## config.mk

```make
export PLATFORM = sky130hd
export DESIGN_NAME = l1_line_adaptor
export DESIGN_NICKNAME = d
export VERILOG_FILES = /design/src/rtl/l1_mem_pkg.sv /design/src/rtl/l1_line_adaptor.sv
export SDC_FILE = /design/constraint.sdc
export NUM_CORES = 1
export LEC_CHECK = 0
export BUFFER_PORTS_ARGS = -buffer_cell sky130_fd_sc_hd__buf_2
export CAP_MARGIN = 15
export CORE_AREA = 4 4 275 277
export CTS_CLUSTER_DIAMETER = 150
export DETAILED_ROUTE_END_ITERATION = 8
export DIE_AREA = 0 0 279 281
export GPL_TIMING_DRIVEN = 0
export HOLD_SLACK_MARGIN = 0.08
export PLACE_DENSITY = 0.48
export SYNTH_ARGS = -nofsm -noshare
export SYNTH_HDL_FRONTEND = slang
export SYNTH_SLANG_ARGS = --single-unit
```

## constraint.sdc

```tcl
create_clock -name clk -period 2.9 [get_ports clk]
set_input_delay 0.145 -clock clk [delete_from_list [all_inputs] [get_ports clk]]
set_output_delay 0.145 -clock clk [all_outputs]
set_load 0.03 [all_outputs]
```

## src/rtl/l1_mem_pkg.sv

```systemverilog
// Shared constants and state encoding for the L1 physical-memory port.
package l1_mem_pkg;

  localparam int unsigned L1_LINE_BITS   = 256;
  localparam int unsigned L1_BURST_BITS  = 64;
  localparam int unsigned L1_ADDR_WIDTH  = 32;
  localparam int unsigned L1_BEATS       = L1_LINE_BITS / L1_BURST_BITS;
  localparam int unsigned L1_CNT_W       = $clog2(L1_BEATS);
  localparam int unsigned L1_OFFSET_BITS = $clog2(L1_LINE_BITS / 8);

  typedef enum logic [1:0] {
    IDLE     = 2'd0,
    RD_BURST = 2'd1,
    WR_BURST = 2'd2,
    DONE     = 2'd3
  } mem_state_t;

endpackage

```

## src/rtl/l1_line_adaptor.sv

```systemverilog
// Converts single-cycle L1 line requests into BEATS-long bursts on the memory bus
// and returns a one-cycle completion with the assembled line.
module l1_line_adaptor
  import l1_mem_pkg::*;
#(
  parameter int unsigned LINE_BITS  = L1_LINE_BITS,
  parameter int unsigned BURST_BITS = L1_BURST_BITS,
  parameter int unsigned ADDR_WIDTH = L1_ADDR_WIDTH
) (
  input  logic                  clk,
  input  logic                  rst_n,
  input  logic [ADDR_WIDTH-1:0] address_i,
  input  logic [LINE_BITS-1:0]  line_i,
  input  logic                  read_i,
  input  logic                  write_i,
  output logic [LINE_BITS-1:0]  line_o,
  output logic                  resp_o,
  output logic [ADDR_WIDTH-1:0] address_o,
  output logic [BURST_BITS-1:0] burst_o,
  input  logic [BURST_BITS-1:0] burst_i,
  output logic                  read_o,
  output logic                  write_o,
  input  logic                  resp_i
);

  // A multi-beat line is assumed (NUM_BEATS >= 2) so the counter has width.
  localparam int unsigned NUM_BEATS  = LINE_BITS / BURST_BITS;
  localparam int unsigned CNT_W      = $clog2(NUM_BEATS);
  localparam int unsigned LINE_BYTES = LINE_BITS / 8;

  // Clearing the in-line byte offset yields the line-aligned burst address.
  localparam logic [ADDR_WIDTH-1:0] LINE_MASK = ~ADDR_WIDTH'(LINE_BYTES - 1);
  localparam logic [CNT_W-1:0]      LAST_BEAT = CNT_W'(NUM_BEATS - 1);

  mem_state_t       state;
  logic [CNT_W-1:0] cnt;
  logic [CNT_W-1:0] cnt_inc_c;
  logic             last_beat_c;

  // Beat index arithmetic; the increment wraps to 0 after the last beat.
  assign cnt_inc_c   = cnt + CNT_W'(1);
  assign last_beat_c = (cnt == LAST_BEAT);

  // Transaction FSM; line_o and address_o are the line buffer and address latch.
  always_ff @(posedge clk or negedge rst_n) begin
    if (!rst_n) begin
      state     <= IDLE;
      cnt       <= '0;
      line_o    <= '0;
      address_o <= '0;
      burst_o   <= '0;
      read_o    <= 1'b0;
      write_o   <= 1'b0;
      resp_o    <= 1'b0;
    end else begin
      unique case (state)
        IDLE: begin
          cnt    <= '0;
          resp_o <= 1'b0;
          if (write_i) begin
            line_o    <= line_i;
            address_o <= address_i & LINE_MASK;
            burst_o   <= line_i[BURST_BITS-1:0];
            write_o   <= 1'b1;
            state     <= WR_BURST;
          end else if (read_i) begin
            address_o <= address_i & LINE_MASK;
            read_o    <= 1'b1;
            state     <= RD_BURST;
          end
        end

        RD_BURST: begin
          if (resp_i) begin
            line_o[32'(cnt)*BURST_BITS +: BURST_BITS] <= burst_i;
            cnt <= cnt_inc_c;
            if (last_beat_c) begin
              read_o <= 1'b0;
              resp_o <= 1'b1;
              state  <= DONE;
            end
          end
        end

        WR_BURST: begin
          if (resp_i) begin
            cnt <= cnt_inc_c;
            if (last_beat_c) begin
              write_o <= 1'b0;
              resp_o  <= 1'b1;
              state   <= DONE;
            end else begin
              burst_o <= line_o[32'(cnt_inc_c)*BURST_BITS +: BURST_BITS];
            end
          end
        end

        DONE: begin
          resp_o <= 1'b0;
          state  <= IDLE;
        end

        default: begin
          read_o  <= 1'b0;
          write_o <= 1'b0;
          resp_o  <= 1'b0;
          state   <= IDLE;
        end
      endcase
    end
  end

endmodule

```

==> flow_summary.json <==
{
  "outcome": "completed",
  "pwr-share-clk_pct": 15.1,
  "start_util_pct": 26.5,
  "ys_seq_area_share_pct": 45.9,
  "drt.antenna.violating_nets": 0,
  "r2r-end": "line_o[164]",
  "synth_top_area_cell": "dfrtp_1",
  "path_max_fanout": 10,
  "synth_top_area_share_pct": 45.9,
  "r2r_slack_ns": 0.12,
  "synth_area_um2": 19300,
  "fillers": 7076,
  "die_area_um2": 78400,
  "pre_cts_ws_ns": -0.708,
  "hold_viol": 0,
  "gr-total-overflow": 0,
  "grt_pass1_vias": 20300,
  "cts_tree": "yes",
  "critPathKind": "reg2reg",
  "hpwl_um": 72500,
  "clk_path_buf_depth": 3,
  "antenna_found_initial": 4,
  "seqPwrFrac_pct": 25.2,
  "yosysUniqueCellTypes": 41,
  "relSlewSlack_pct": 26.1,
  "dr.pass1.iters": 5,
  "grt_pass1_wl_um": 143000,
  "fin_util_pct": 40.2,
  "timing.final.crit_period_ns": 2.78,
  "reg2reg_from": "cnt[0]",
  "pwr-share-comb_pct": 59.7,
  "skew_ns": 0.0172,
  "root_buffer": "clkbuf_16",
  "avgRoutedWirePerCell_um": 27.0,
  "power_switching_mw": 18.3,
  "fmax_mhz": 360,
  "rsz0062_at_grt": "false",
  "worstPathCellList": "buf_6, buf_12, buf_8, inv_1, ha_2, and3b_1, buf_2, clkbuf_8, a32o_1, mux2_2",
  "drv_slew": 0,
  "ff2ff_path_depth": 10,
  "path_delay_family": "buffers and inverters",
  "drive_gt1_share_pct": 42.8,
  "numCtsBuffers": 44,
  "syn_area_per_cell_um2": 12.3,
  "slowest_delay_ns": 0.40,
  "area_growth_pct": 51.6,
  "period_share_pct": 95.7,
  "ys_ff_latch": 354,
  "cp-start-kind": "flop",
  "critPathSlowestCell": "dfrtp_1",
  "hp-class": "in2async",
  "ff_latch_area_um2": 8860,
  "worstMarginPinSlew_ns": 1.11,
  "die_w_um": 279,
  "cap_violations": 0,
  "multiInputGateArea_um2": 8850,
  "via_count": 19000,
  "fp-row-count": 99,
  "drtIter0Drc": 1370,
  "gp_congestion": 0.891,
  "port_buffers": 699,
  "synth_warnings": 0,
  "total_power_mw": 37.3,
  "core_area_um2": 72800,
  "fin_ws_ns": 0.124,
  "syn_inst": 1568,
  "p_int_mw": 19.0,
  "clkSinkCount": 354,
  "leakagePower_nw": 14.0,
  "drc": 0,
  "swShare_pct": 49.1,
  "avgViaCountPerCell": 5.17,
  "globalRouteTotalUtil_pct": 24.3,
  "clock_latency_ns": 0.57,
  "setup_tns_ns": 0,
  "die_h_um": 281,
  "synthTopCellsByArea": "dfrtp_1 (46%), mux2_2 (11%), mux4_2 (7.5%), a32o_1 (6.6%), inv_1 (3.9%)",
  "endpoint_kind": "flop",
  "setup_viol_count_final": 0,
  "required_ns": 3.35,
  "clkTransAtPathRegs_ns": 0.06,
  "grt_start_max_net_pins": 105,
  "ir_worst_vdd_v": 0.000628,
  "critPathBufInv": 6,
  "ioPinCount": 712,
  "nets": 3040,
  "arrival_ns": 3.23,
  "htree_num_levels": 2,
  "p_per_area_nw_per_um2": 1270,
  "wl_um": 99100
}
-- worst max path at each step --
stage | startpoint | endpoint | slack, ns | cells past startpoint
3_5_place_dp | cnt[0] | burst_o[40] | -0.71 | 9
6_report | cnt[0] | line_o[164] | 0.12 | 10
5_1_grt | state[1] | line_o[45] | 0.003 | 8
2_1_floorplan | cnt[0] | burst_o[18] | 0.44 | 9
4_1_cts | cnt[0] | burst_o[48] | -0.04 | 9
3_3_place_gp | rst_n | line_o[156] | -5.92 | 1
-- sequential cells by signal (all words and copies together), names as in the netlist --
name       cells
burst_o       64
address_o     27
line_o       256
state          2
write_o        1
cnt            2
resp_o         1
read_o         1
-- Yosys cell counts --
master and number:
a221o_1 64, and2_1 1, and3b_1 1, dfrtp_1 354, a221oi_1 1, a21oi_1 2
conb_1 1, buf_2 39, ha_1 8, buf_1 10, a21oi_4 3, and4_1 64
clkbuf_2 1, o2bb2ai_1 1, clkbuf_1 77, nor2_1 2, buf_12 1, a211o_1 1
a32o_1 128, nand4b_1 1, nand2_1 5, o21ai_0 7, mux2i_4 1, mux2_1 24
a22o_1 3, buf_4 33, nor4bb_1 1, nor3_2 1, o32ai_1 64, buf_8 1
a31oi_1 64, mux2i_1 67, buf_6 7, a21bo_2 1, o21ai_2 1, nand2b_1 2
mux4_2 64, nor2b_1 67, inv_1 199, mux2_2 195, xor2_1 1
-- stage by stage --
step                      instances  instance area [µm²]  hold slack [ns]
after global placement         3230                24000            0.376
after global routing           3667                29300            0.237
final                          3668                29300            0.175
after detailed placement       3233                24100            0.200
after floorplan                1572                19300           -0.151
after CTS                      3662                29200            0.180
-- per-layer routing --
layer / vias up / part of all wire [%] / global-route usage, %
met2: 860 / 49 / 41.3
met5: - / 0.024 / 0
met3: 205 / 6.5 / 4.75
li1: 8216 / - / -
met4: 4 / 3.7 / 8.53
met1: 9690 / 41 / 31.1
-- timing repair --
| item | in CTS | in global routing |
|---|---|---|
| gates resized for setup | 57 | 34 |
| hold buffers | 350 | 0 |
| pin swaps | 0 | 0 |
| setup endpoints to repair | 309 | 194 |
| hold endpoints to repair | 433 | 0 |
| setup buffers | 3 | 2 |
-- power groups by stage --
stage               Sequential (mW)  Clock (mW)  Combinational, mW
floorplan                      13.4           0               9.48
global placement               9.37           0               21.4
detailed placement             9.43           0               21.6
CTS                            9.37        5.75               22.3
global route                   9.67        5.94               23.5
finish                         9.42        5.62               22.3
-- placed cells by master, fill, tap and decap left out, types with 41 or more instances in the layout --
master         Yosys  final
a221o_1           64     64
a31oi_1           64     64
a32o_1           128    128
and4_1            64     64
buf_2             39    738
buf_4             33     41
clkbuf_1          77     58
clkbuf_16          0     45
dfrtp_1          354    354
dlygate4sd3_1      0    350
inv_1            199    199
mux2_2           195    195
mux2i_1           67     67
mux4_2            64     64
nor2b_1           67     67
o32ai_1           64     64
-- kinds of logic (layout without fill, tap and decap cells) --
logic type      count (synthesis)  count (layout)  synth area share (%)
other cells                     1               9                0.0194
flops                         354             354                  45.9
mux                           351             351                  23.8
fa+ha+maj                       8               8                 0.518
compound gates                340             340                  15.8
xor+xnor                        1               1                0.0453
buf+inv                       368            1501                  8.47
simple gates                  145             145                  5.50
-- worst reg2reg max path, cell delays in order (launching register included) --
cell and delay (ns):
dfrtp_1 0.40, buf_6 0.20, buf_12 0.18, buf_8 0.19, inv_1 0.10, ha_2 0.34, and3b_1 0.19, buf_2 0.25
clkbuf_8 0.27, a32o_1 0.29, mux2_2 0.27
-- cell type report --
| class | count | share of cell area [%] |
|---|---|---|
| plain buffers | 169 | 3.58 |
| clock inverters | 12 | 0.508 |
| flip-flops and latches | 354 | 30.2 |
| repair buffers | 1057 | 24.4 |
| multi-input cells | 850 | 30.2 |
| inverters | 199 | 2.55 |
| clock buffers | 64 | 4.36 |
| well taps | 959 | 4.10 |
| diodes | 4 | 0.0342 |
No activity file was read; power rests on OpenSTA's default activity.
